==> src/rtl/memory_unit.sv <==
// Memory stage: registers the instruction leaving execute, forwards its ALU
// result, runs the data-memory handshake for LDR/STR and registers writeback.
//
// Memory handshake: mem_req is raised only in ACCESS and, together with
// mem_addr/mem_we/mem_wdata, holds steady until the memory answers with a
// one-cycle mem_ack (mem_rdata valid in that cycle) or the timeout expires.
// mem_ack is ignored whenever mem_req is low.
module memory_unit #(
    parameter int          TIMEOUT = 16,
    parameter logic [31:0] BUBBLE  = 32'hF000_0000
) (
    input  logic        clk,
    input  logic        rst,
    input  logic [31:0] instr_in,
    input  logic [31:0] alu_result,
    input  logic [31:0] store_data,
    input  logic        flush,
    output logic        sel_stall,
    output logic [3:0]  rd,
    output logic        rd_valid,
    output logic [31:0] fwd_data,
    output logic        mem_req,
    output logic        mem_we,
    output logic [31:0] mem_addr,
    output logic [31:0] mem_wdata,
    input  logic [31:0] mem_rdata,
    input  logic        mem_ack,
    output logic        wb_en,
    output logic [3:0]  wb_rd,
    output logic [31:0] wb_data,
    output logic        mem_err,
    output logic [1:0]  dbg_state
);

    localparam int CW = (TIMEOUT > 1) ? $clog2(TIMEOUT) : 1;
    localparam logic [CW-1:0] LAST = CW'(TIMEOUT - 1);

    typedef enum logic [1:0] {
        S_IDLE   = 2'd0,
        S_ACCESS = 2'd1,
        S_DONE   = 2'd2,
        S_ERR    = 2'd3
    } state_t;

    state_t        state, state_nx;
    logic [31:0]   instr_q, alu_q, sdata_q, ld_q;
    logic [CW-1:0] counter;

    logic valid, dp, mem, load, store, cmp_type, writes, adv;
    logic unused_instr_bits;

    // Decode of the instruction held in the stage
    assign valid    = instr_q[31:28] != 4'b1111;
    assign dp       = instr_q[27:26] == 2'b00;
    assign mem      = instr_q[27:26] == 2'b01;
    assign load     = mem && instr_q[20];
    assign store    = mem && !instr_q[20];
    assign cmp_type = dp && (instr_q[24:23] == 2'b10);
    assign writes   = valid && ((dp && !cmp_type) || load);
    assign adv      = !sel_stall;

    assign unused_instr_bits = ^{instr_q[25], instr_q[22:21], instr_q[19:16], instr_q[11:0]};

    // Forwarding source: loads have no data yet, so they never forward
    assign rd        = instr_q[15:12];
    assign rd_valid  = writes && !load;
    assign fwd_data  = alu_q;
    assign dbg_state = state;

    // Stage registers: capture from execute whenever the stage advances
    always_ff @(posedge clk) begin
        if (rst) begin
            instr_q <= BUBBLE;
            alu_q   <= '0;
            sdata_q <= '0;
        end else if (adv) begin
            instr_q <= flush ? BUBBLE : instr_in;
            alu_q   <= alu_result;
            sdata_q <= store_data;
        end
    end

    // FSM state register
    always_ff @(posedge clk) begin
        if (rst) state <= S_IDLE;
        else     state <= state_nx;
    end

    // FSM next-state: DONE/ERR return to IDLE on the same edge a new instr enters
    always_comb begin
        state_nx = state;
        case (state)
            S_IDLE:   if (valid && mem) state_nx = S_ACCESS;
            S_ACCESS: begin
                if (mem_ack)              state_nx = S_DONE;
                else if (counter == LAST) state_nx = S_ERR;
            end
            S_DONE:   state_nx = S_IDLE;
            S_ERR:    state_nx = S_IDLE;
            default:  state_nx = S_IDLE;
        endcase
    end

    // FSM outputs: request bus driven only in ACCESS, stall until access resolves
    always_comb begin
        mem_req   = 1'b0;
        mem_we    = 1'b0;
        mem_addr  = '0;
        mem_wdata = '0;
        if (state == S_ACCESS) begin
            mem_req   = 1'b1;
            mem_we    = store;
            mem_addr  = alu_q;
            mem_wdata = sdata_q;
        end
        sel_stall = valid && mem && (state == S_IDLE || state == S_ACCESS);
    end

    // Access datapath: wait counter, load data capture, sticky timeout flag
    always_ff @(posedge clk) begin
        if (rst) begin
            counter <= '0;
            ld_q    <= '0;
            mem_err <= 1'b0;
        end else begin
            case (state)
                S_IDLE: if (valid && mem) counter <= '0;
                S_ACCESS: begin
                    if (mem_ack) begin
                        ld_q <= mem_rdata;
                    end else if (counter == LAST) begin
                        mem_err <= 1'b1;
                        ld_q    <= '0;
                    end else begin
                        counter <= counter + CW'(1);
                    end
                end
                default: ;
            endcase
        end
    end

    // Writeback: the instruction leaving the stage writes the register file
    always_ff @(posedge clk) begin
        if (rst) begin
            wb_en   <= 1'b0;
            wb_rd   <= '0;
            wb_data <= '0;
        end else if (adv) begin
            wb_en   <= writes && !(load && state == S_ERR);
            wb_rd   <= instr_q[15:12];
            wb_data <= load ? ld_q : alu_q;
        end else begin
            wb_en   <= 1'b0;
        end
    end

endmodule

==> config.mk <==
export PLATFORM = sky130hd
export DESIGN_NAME = memory_unit
export DESIGN_NICKNAME = d
export VERILOG_FILES = /design/src/rtl/memory_unit.sv
export SDC_FILE = /design/constraint.sdc
export NUM_CORES = 1
export LEC_CHECK = 0
export ABC_AREA = 1
export BUFFER_PORTS_ARGS = -buffer_cell sky130_fd_sc_hd__buf_2
export CAP_MARGIN = 20
export CORE_ASPECT_RATIO = 0.75
export CORE_UTILIZATION = 35
export DETAILED_ROUTE_END_ITERATION = 6
export PLACE_DENSITY = 0.62
export SYNTH_ARGS = -nofsm -noshare
export SYNTH_HDL_FRONTEND = slang
export SYNTH_SLANG_ARGS = --single-unit
==> constraint.sdc <==
create_clock -name clk -period 4.4 [get_ports clk]
set_clock_uncertainty 0.15 [all_clocks]
set_input_delay 0.22 -clock clk [delete_from_list [all_inputs] [get_ports clk]]
set_output_delay 0.22 -clock clk [all_outputs]
set_load 0.005 [all_outputs]
==> impl_metrics.yaml <==
sta:
  tightestPinTransition_ps: 1000
  timing.slew.headroom: 0.330
  slew_viol_final: 0
  grt_setup_unrepaired: "no"
  fin_setup_tns_ps: 0
  fin_crit_sh: 0.631
  setup_viol: 0
  hold_viol: 0
  period_minus_slack_ps: 2780
  layout_setup_ws_ps: 1620
  max_freq_mhz: 360
hold_path:
  worstHoldPathType: "input pin to register"
logic_synthesis:
  yosys_warnings: 0
  synthFlopType: "dfxtp_1"
  synthArstFlopShare: 0
  syn_avg_cell_area_um2: 6.92
  syn_inst: 915
  syn_nets: 1048
  synth_cell_types: 26
  syn_area_mm2: 0.00633
  ys_top_cells_by_area: "dfxtp_1 (48%), nand2_1 (15%), nor2_1 (8.4%), a21oi_1 (8.3%), o21ai_0 (6.1%)"
  synth_edf_count: 0
  ys_seq_elements: 153
  yosys.area.top_type: "dfxtp_1"
  yosysSeqAreaShare: 0.484
  synth_top_area_frac: 0.484
global_routing:
  grt_pass1_wl_mm: 31.3
  antenna_found_initial: 0
  grt_pass1_vias: 6363
  grtUsageTotal: 0.212
  grt_remaining_overflow: 0
  grt_max_degree: 107
worst_setup_path:
  critPathLaunchType: "register"
  worstReg2RegStart: "instr_q[31]"
  crit_end: "sel_stall"
  arrival_ps: 2410
  critPathTopFamily: "buffers and inverters"
  reg2reg_depth: 8
  reg2reg_slack_ps: 2020
  r2r-end: "instr_q[27]"
  crit_slowest_cell: "clkinv_2"
  cp.depth: 7
  worstSetupPathType: "register to output port"
  cp_num_buf_inv: 3
  path_cells: "nand2_1 > nor2_1 > nor2_2 > nand2_4 > clkinv_2 > buf_12 > buf_2"
  critPathRequiredTime_ps: 4030
  worstPathMaxFanout: 58
  slowest_delay_ps: 600
  endpoint_kind: "output port"
  startpoint: "instr_q[31]"
clocking:
  clkTransAtPathRegs_ps: 60
  cts_resized: 0
  clockBufferDepth: 2
  cts_tree: "built"
  cts_root_buffer: "clkbuf_16"
  htree_levels: 4
  clkSinkCount: 153
  numCtsBuffers: 17
  clkLatencyLatePin_ps: 420
flow_run:
  drv_cap: 0
run_status:
  outcome: "completed"
floorplanning:
  initial_core_util: 0.358
  top_level_ports: 276
  die_w_um: 157
  design.core.area_mm2: 0.0177
  fp.dieH_um: 118
  num_rows: 42
  dieArea_mm2: 0.0186
placement:
  dpl.hpwl_mm: 12.0
  gp_congestion: 0.767
  portBuffers: 256
  dp_slack_ps: 2000
cells_and_area:
  fin_util: 0.527
  fin_nets: 1375
  mostFrequentLayoutCell: "nand2_1"
  area_delta_synth_final_pct: 47.0
  final_cell_mix: "nand2_1 (261), buf_2 (255), dfxtp_1 (153)"
  antenna_cells: 0
  fillers: 1702
  drive_gt1_frac: 0.242
pwr:
  ir_drop_mv: 0.191
  leakagePower_uw: 0.00437
  power.density_mw_per_mm2: 354
routing:
  vias: 6746
  vias_per_cell: 4.51
  post-route-drc-count: 0
  drtIter0Drc: 299
  wl_mm: 19.7
  ant_nets: 0
  detail_route.wl_per_cell_um: 13.2
  firstDrtPassIters: 6
-- tightest hold or removal path, cell delays in order --
cell and delay (ps):
buf_2 160, o21ai_0 110, nand3_1 80
-- layout make-up --
type	count	area (um^2)	area share
sequential	153	3060	0.329
tap	242	303	0.0325
clock buffer	21	470	0.0506
timing repair buffer	372	2460	0.265
multi-input combinational	618	2640	0.283
inverter	80	302	0.0324
clock inverter	10	70.1	0.00753
-- Yosys cell counts (2+ instances only) --
cell type,number
dfxtp_1,153
inv_1,76
buf_2,28
nand2_2,2
nor2_1,141
buf_4,15
a21oi_1,105
clkbuf_1,18
nand2_1,261
inv_2,3
buf_6,2
nand3_1,21
o21ai_0,77
-- state kept, by name, indices dropped and copies added (netlist names) --
register	cells
mem_err	1
instr_q	13
ld_q	32
dbg_state	2
counter	4
wb_en	1
sdata_q	32
fwd_data	32
wb_data	32
wb_rd	4
-- worst min-delay path by stage --
stage | start | endpoint | slack [ps] | cells past startpoint
final | flush | instr_q[31] | 40 | 3
after global routing | flush | instr_q[29] | 50 | 3
after detailed placement | instr_q[30] | instr_q[30] | 290 | 2
after CTS | flush | instr_q[31] | 5 | 3
after floorplan | flush | instr_q[27] | 150 | 1
after global placement | instr_q[30] | instr_q[30] | 290 | 2
-- cells by family after synthesis --
logic type | after synthesis | share of synthesized area
simple gates | 431 | 0.264
flops | 153 | 0.484
compound gates | 186 | 0.148
fa+ha+maj | 1 | 0.00198
buf+inv | 144 | 0.102
-- per-layer routing --
layer / vias up / track usage / part of all wire
met3: 18 / 0.0568 / 0.066
met5: - / 0 / 0
li1: 3490 / - / -
met2: 222 / 0.341 / 0.45
met1: 3016 / 0.274 / 0.48
met4: 0 / 0.0643 / 0.011
-- where the power goes --
part           internal [uW]  switching, uW  total [uW]
combinational            208            226         434
sequential              1460           44.9        1510
clock                    764            585        1350
total                   2440            855        3290
-- through the flow --
| stage | power [uW] | area [um^2] | hold slack, ps | std cells |
|---|---|---|---|---|
| finish | 3290 | 9310 | 38.1 | 1496 |
| detailed placement | 1890 | 7640 | 294 | 1354 |
| CTS | 3330 | 9280 | 4.75 | 1495 |
| global placement | 1890 | 7640 | 291 | 1354 |
| global route | 3450 | 9310 | 46.8 | 1496 |
| floorplan | 1730 | 6330 | 146 | 915 |
-- what timing repair did --
action / in CTS / in global routing
buffers inserted: 0 / 0
hold buffers: 110 / 0
endpoints found under the hold margin: 109 / 0
setup endpoints to repair: 0 / 0
(Power assumes the default switching activity.)
